File: src/rtl/imm_decode_stage.sv
`default_nettype none
// ============================================================================
// Module      : imm_decode_stage
// Description : Small FIFO between fetch and the sign extender. Each entry
//               holds its immediate-decode result, which is computed at push.
// Revision    : 1.0 - initial release
// ============================================================================
module imm_decode_stage #(
    parameter int DEPTH = 2
) (
    input  logic        CLK,
    input  logic        Reset,
    input  logic        InValid,
    output logic        InReady,
    input  logic [31:0] Instruction,
    input  logic [63:0] PCIn,
    input  logic        Flush,
    output logic        OutValid,
    input  logic        OutReady,
    output logic [25:0] Imm26,
    output logic [2:0]  ExtCtrl,
    output logic        ImmUsed,
    output logic [10:0] Opcode,
    output logic [63:0] PCOut
);

    localparam int c_PTR_W   = $clog2(DEPTH);
    localparam int c_CNT_W   = c_PTR_W + 1;
    localparam int c_ENTRY_W = 64 + 11 + 26 + 1 + 3;
    localparam logic [c_CNT_W-1:0] c_DEPTH = c_CNT_W'(DEPTH);

    logic [c_PTR_W-1:0]   r_wr_ptr;
    logic [c_PTR_W-1:0]   r_rd_ptr;
    logic [c_CNT_W-1:0]   r_count;
    logic [c_ENTRY_W-1:0] r_mem [DEPTH];

    logic                 w_push;
    logic                 w_pop;
    logic [2:0]           w_ext;
    logic                 w_used;
    logic [c_ENTRY_W-1:0] w_entry_in;
    logic [c_ENTRY_W-1:0] w_head;

    // Decode rules are checked in priority order; the first match wins.
    always_comb begin
        w_ext  = 3'b000;
        w_used = 1'b0;
        if (Instruction[31:22] inside {10'b1001000100, 10'b1011000100,
                                       10'b1101000100, 10'b1111000100,
                                       10'b1001001000, 10'b1011001000,
                                       10'b1101001000}) begin
            w_ext  = 3'b000;
            w_used = 1'b1;
        end else if (Instruction[31:21] inside {11'b11111000010, 11'b11111000000}) begin
            w_ext  = 3'b001;
            w_used = 1'b1;
        end else if (Instruction[31:26] == 6'b000101) begin
            w_ext  = 3'b010;
            w_used = 1'b1;
        end else if (Instruction[31:24] inside {8'b10110100, 8'b10110101}) begin
            w_ext  = 3'b011;
            w_used = 1'b1;
        end else if (Instruction[31:23] == 9'b110100101) begin
            w_ext  = {1'b1, Instruction[22:21]};
            w_used = 1'b1;
        end
    end

    assign InReady  = (r_count < c_DEPTH);
    assign OutValid = (r_count != '0);

    // Flush wins over any handshake in the same cycle.
    assign w_push = InValid & InReady & ~Flush;
    assign w_pop  = OutValid & OutReady & ~Flush;

    assign w_entry_in = {PCIn, Instruction[31:21], Instruction[25:0], w_used, w_ext};

    always_ff @(posedge CLK or posedge Reset) begin
        if (Reset) begin
            r_wr_ptr <= '0;
            r_rd_ptr <= '0;
            r_count  <= '0;
        end else if (Flush) begin
            r_wr_ptr <= '0;
            r_rd_ptr <= '0;
            r_count  <= '0;
        end else begin
            if (w_push) begin
                r_wr_ptr <= r_wr_ptr + c_PTR_W'(1);
            end
            if (w_pop) begin
                r_rd_ptr <= r_rd_ptr + c_PTR_W'(1);
            end
            case ({w_push, w_pop})
                2'b10:   r_count <= r_count + c_CNT_W'(1);
                2'b01:   r_count <= r_count - c_CNT_W'(1);
                default: r_count <= r_count;
            endcase
        end
    end

    // Payload storage needs no reset: it is only visible while OutValid is high.
    always_ff @(posedge CLK) begin
        if (w_push) begin
            r_mem[r_wr_ptr] <= w_entry_in;
        end
    end

    assign w_head = r_mem[r_rd_ptr];

    assign {PCOut, Opcode, Imm26, ImmUsed, ExtCtrl} = OutValid ? w_head : '0;

endmodule
`default_nettype wire

File: config.mk
export PLATFORM = sky130hd
export DESIGN_NAME = imm_decode_stage
export DESIGN_NICKNAME = d
export VERILOG_FILES = /design/src/rtl/imm_decode_stage.sv
export SDC_FILE = /design/constraint.sdc
export NUM_CORES = 1
export LEC_CHECK = 0
export BUFFER_PORTS_ARGS = -buffer_cell sky130_fd_sc_hd__buf_2
export CAP_MARGIN = 20
export CORE_UTILIZATION = 46
export CTS_CLUSTER_DIAMETER = 150
export CTS_CLUSTER_SIZE = 28
export DETAILED_ROUTE_END_ITERATION = 8
export PLACE_DENSITY = 0.76
export SYNTH_ARGS = -nofsm -noshare
export SYNTH_HDL_FRONTEND = slang
export SYNTH_SLANG_ARGS = --single-unit
File: constraint.sdc
create_clock -name CLK -period 10.85 [get_ports CLK]
set_input_delay 1.085 -clock CLK [delete_from_list [all_inputs] [get_ports CLK]]
set_output_delay 1.085 -clock CLK [all_outputs]
set_load 0.02 [all_outputs]
# Yosys cells after proc, flatten, opt, wreduce, memory -nomap -nowiden
# Memory sizes are Yosys's and may differ from the RTL's.
# Index checks and enable logic that the tools add are counted.
# W data, S select, Z words.
[op_classes]
n_addsub = 4
n_mul = 0
div = 0
order_cmp = 1
eq_ne = 15
n_shift = 0
muxes = 19
bitwise = 5
n_reduce_logical = 7
[op_table]
columns = ["cell", "n"]
rows = [
  ["$mux W105", 1],
  ["$eq A10 B10 Y1 const B", 7],
  ["$eq A11 B11 Y1 const B", 2],
  ["$eq A8 B8 Y1 const B", 2],
  ["$mux W3", 5],
  ["$mux W1", 11],
  ["$reduce_bool A2 Y1", 5],
  ["$eq A9 B9 Y1 const B", 1],
  ["$reduce_bool A7 Y1", 1],
  ["$eq A6 B3 Y1 const B", 1],
  ["$and A1 B1 Y1", 4],
  ["$pmux W2 S2", 1],
  ["$reduce_bool A3 Y1", 1],
  ["$add A1 B1 Y1 const B", 2],
  ["$add A2 B1 Y2 const B", 1],
  ["$eq A2 B1 Y1 const B", 1],
  ["$eq A2 B2 Y1 const B", 1],
  ["$lt A2 B2 Y1 const B", 1],
  ["$mux W2", 1],
  ["$sub A2 B1 Y2 const B", 1],
  ["$not A1 Y1", 1],
]
[word_totals]
regBits = 4
latchBits = 0
ramBits = 210
mem_bits_ro = 0
in_bits = 101
output_inout_bits = 107
word_cells = 55
memories = 1
[memory_table]
columns = ["memory", "depth", "width", "read_ports", "rd_ports_with_merged_regs", "wr", "line", "text"]
rows = [
  ["r_mem", 2, 105, 1, 0, 1, "35", "logic [c_ENTRY_W-1:0] r_mem [DEPTH];"],
]

# Depth between registers and ports, before layout
[depth]
depth_word = 6
ltp_mapped = 5
ltp_nobuf = 5

# Worst setup path after synthesis
# OpenSTA, ideal clock, no wires.
[synth_timing]
path_type = "input to register"
from = "input InValid"
to = "memory r_mem[1][0] in the netlist's numbering (enable)"
setup_ns = 0.704
t_arrival_ns = 8.523
required_ns = 10.146
path_slack_ns = 1.623
cell_stages = 2
n_path_buf = 0
cell_sequence = "nand2_1 nor3b_1"
[synth_between]
elab_chain_cells = 4
[synth_lines]
columns = ["element", "line", "text"]
rows = [
  ["start: declaration", "13", "input logic InValid,"],
  ["$and A1 B1 Y1 (2 in a row)", "73", "assign w_push = InValid & InReady & ~Flush;"],
  ["$mux W1", "104", "if (w_push) begin"],
  ["$mux W1 (not written as such)", "105", "r_mem[r_wr_ptr] <= w_entry_in;"],
  ["end: declaration", "35", ""],
]
# No other way between the ends.

# Worst setup path after layout
[layout_timing]
from = "register r_rd_ptr"
to = "output Imm26[24]"
[layout_between]
elab_chain_cells = 2
[layout_lines]
columns = ["element", "line", "text"]
rows = [
  ["start: declaration", "33", "logic [c_PTR_W-1:0] r_rd_ptr;"],
  ["start signal: assignment", "92", "r_rd_ptr <= r_rd_ptr + c_PTR_W'(1);"],
  ["$mem_v2 Z2 W105", "--", ""],
  ["$mux W105", "111", "assign {PCOut, Opcode, Imm26, ImmUsed, ExtCtrl} = OutValid ? w_head : '0;"],
  ["end: declaration", "20", "output logic [25:0] Imm26,"],
]
# No other way between the ends.

==> impl_metrics.json <==
{
  "place_congestion": 0.787,
  "num-nets-final": 776,
  "grt_max_degree": 102,
  "clockRootBuffer": "clkbuf_16",
  "die_h_um": 133,
  "grt-ovfl-total": 0,
  "dp_hpwl_mm": 10.0,
  "critical_path_class": "flip-flop to primary output",
  "drtPass1Iterations": 4,
  "reg2reg_slack_ns": 8.20,
  "synthCells": 475,
  "drc": 0,
  "min_path_type": "primary input to asynchronous set/reset pin",
  "r2r_end": "r_mem[0][71]",
  "setup_viol": 0,
  "crit_arrival_ns": 2.67,
  "rsz0062_at_grt": "false",
  "status": "completed",
  "instances_no_fill": 899,
  "wl_per_cell_um": 16.8,
  "drt_iter0_markers": 227,
  "die-width_um": 133,
  "synthFlopType": "edfxtp_1",
  "core_um2": 16700,
  "setup_slack_ns": 7.10,
  "h-tree-depth": 1,
  "reg2regPathDepth": 5,
  "grt_pass1_wl_mm": 23.6,
  "area_delta_synth_final_pct": 19.0,
  "postCtsResizedCells": 0,
  "worstPathRequired_ns": 9.77,
  "clkLatencyLatePin_ns": 0.45,
  "yosysTopAreaCellShare_pct": 75.6,
  "cts_buffers": 11,
  "netlist_area_um2": 7950,
  "worstSetupStartpointType": "flip-flop",
  "cts_tree": "done",
  "worstMarginPinSlew_ns": 1.10,
  "drt-total-wl_mm": 15.1,
  "crit_path_cell_trace": "buf_4 > buf_16 > mux2i_1 > nor2_1 > buf_2",
  "drv_slew": 0,
  "synth_top_cell_by_area": "edfxtp_1",
  "power.density_nw_per_um2": 164,
  "hold_buffers": 0,
  "antenna_found_initial": 1,
  "vias_per_cell": 5.03,
  "reg2reg_from": "r_count[1]",
  "die_area_um2": 17800,
  "num_io_pins": 208,
  "critical_path_buf_inv_count": 3,
  "cts.reportedPaths.clkPinSlew_ns": 0.10,
  "hold_violations": 0,
  "dp_cells": 881,
  "first_global_vias": 4829,
  "yosys-top-cells-area": "edfxtp_1 (76%), mux2i_1 (13%), nor2_1 (5.1%)",
  "start_util_pct": 47.6,
  "antenna_cells": 0,
  "max_freq_ghz": 0.266,
  "synth_edf_count": 200,
  "utilization_pct": 56.6,
  "p_leak_nw": 3.57,
  "setup_tns_ns": 0,
  "worstSetupEndpointType": "primary output",
  "dp_slack_ns": 7.27,
  "synth_seq_cells": 204,
  "relSlewSlack_pct": 26.4,
  "post-route-period-util_pct": 34.6,
  "n_fill_cell": 1346,
  "cp_slowest_stage_delay_ns": 0.83,
  "via_count": 4522,
  "grt_use_total_pct": 16.8,
  "maxCapViolations": 0,
  "finClkSkew_ns": 0.0196,
  "yosysWarnings": 0,
  "cts.path.max_buffers": 3,
  "worstPathMaxFanout": 55,
  "async_flop_share_pct": 1.96,
  "rows": 47,
  "syn_nets": 576,
  "io_buffers": 207,
  "synthTopCellsByCount": "edfxtp_1 (200), nor2_1 (107), mux2i_1 (101)",
  "drive_gt1_share_pct": 34.0,
  "slowest_stage": "dfrtp_4",
  "final_antenna_net_count": 0,
  "synth_area_per_cell_um2": 16.7,
  "clock-sinks": 204,
  "min_period_ns": 3.75,
  "ys_types": 26,
  "ys_seq_area_share_pct": 76.9,
  "crit_family": "buffers and inverters",
  "synth_most_common_cell": "edfxtp_1",
  "post_cts_buffers": 0,
  "vdd_drop_max_mv": 0.123
}
-- per-layer routing --
layer | routed length (um) | GRT usage (%) | part of all wire [%] | vias up
met5 | 10 | 0 | 0.066 | -
li1 | - | - | - | 2145
met2 | 7610 | 30.1 | 50 | 157
met3 | 997 | 3.88 | 6.6 | 25
met1 | 6250 | 20.0 | 41 | 2193
met4 | 261 | 5.11 | 1.7 | 2
-- cells in the final DEF, fill, tap and decap left out, types with 2 or more instances in the layout --
cell,n
clkbuf_1,5
nand3_1,2
nand4b_1,2
mux2i_1,101
dfrtp_1,3
edfxtp_1,200
clkbuf_16,11
xor2_1,2
nor2_1,106
buf_4,6
nor2b_1,2
buf_2,207
a21oi_1,3
inv_1,4
nand2_1,6
nor3_2,2
nand2b_1,2
o2bb2ai_1,2
-- through the flow --
step,area (um^2),hold slack [ns],total power [mW]
2_1_floorplan,7950,0.513,1.07
3_3_place_gp,9120,0.556,1.13
3_5_place_dp,9120,0.586,1.14
4_1_cts,9430,0.481,1.56
5_1_grt,9460,0.495,1.60
6_report,9460,0.494,1.55
-- worst register-to-register path, delay by kind of cell, from the launching register on --
kind | cells | cell delay (ns)
buf+inv | 3 | 1.36
flops | 1 | 0.46
simple gates | 2 | 0.42
-- cell type report --
cell class / count / area (um^2) / share of cell area [%]
Sequential cell: 204 / 6110 / 64.6
Multi-Input combinational cell: 240 / 1640 / 17.3
Timing Repair Buffer: 214 / 1110 / 11.7
Clock buffer: 16 / 294 / 3.11
Tap cell: 220 / 275 / 2.91
Clock inverter: 1 / 20.0 / 0.212
Inverter: 4 / 15.0 / 0.159
-- kinds of logic after synthesis --
kind of cell	Yosys count	share of synthesized area (%)
AOI/OAI and AO/OA	9	0.756
muxes	101	12.7
DFF	204	76.9
and+or+nand+nor	128	6.66
buffers and inverters	31	2.79
xor gates and xnor gates	2	0.221
-- how the worst max path moves through the flow --
stage	start	to	slack (ns)	depth (start not counted)
finish	r_rd_ptr	Imm26[24]	7.10	5
global placement	r_rd_ptr	Opcode[2]	7.27	4
detailed placement	r_rd_ptr	Imm26[23]	7.27	4
floorplan	InValid	r_mem[1][0]	1.62	2
CTS	r_rd_ptr	Imm26[23]	6.75	4
global route	r_rd_ptr	ExtCtrl[1]	6.96	5
-- power breakdown --
group,total (mW),leakage [nW],switching [mW],internal [mW]
combinational,0.206,1.52,0.132,0.0739
sequential,0.915,1.90,0.0142,0.901
clock,0.427,0.151,0.232,0.195
total,1.55,3.57,0.378,1.17
-- state kept, by name (all words and copies together), names as in the netlist --
signal / cells
r_count: 2
r_mem: 200
r_rd_ptr: 1
r_wr_ptr: 1
Power figures use the tool's default switching activity.
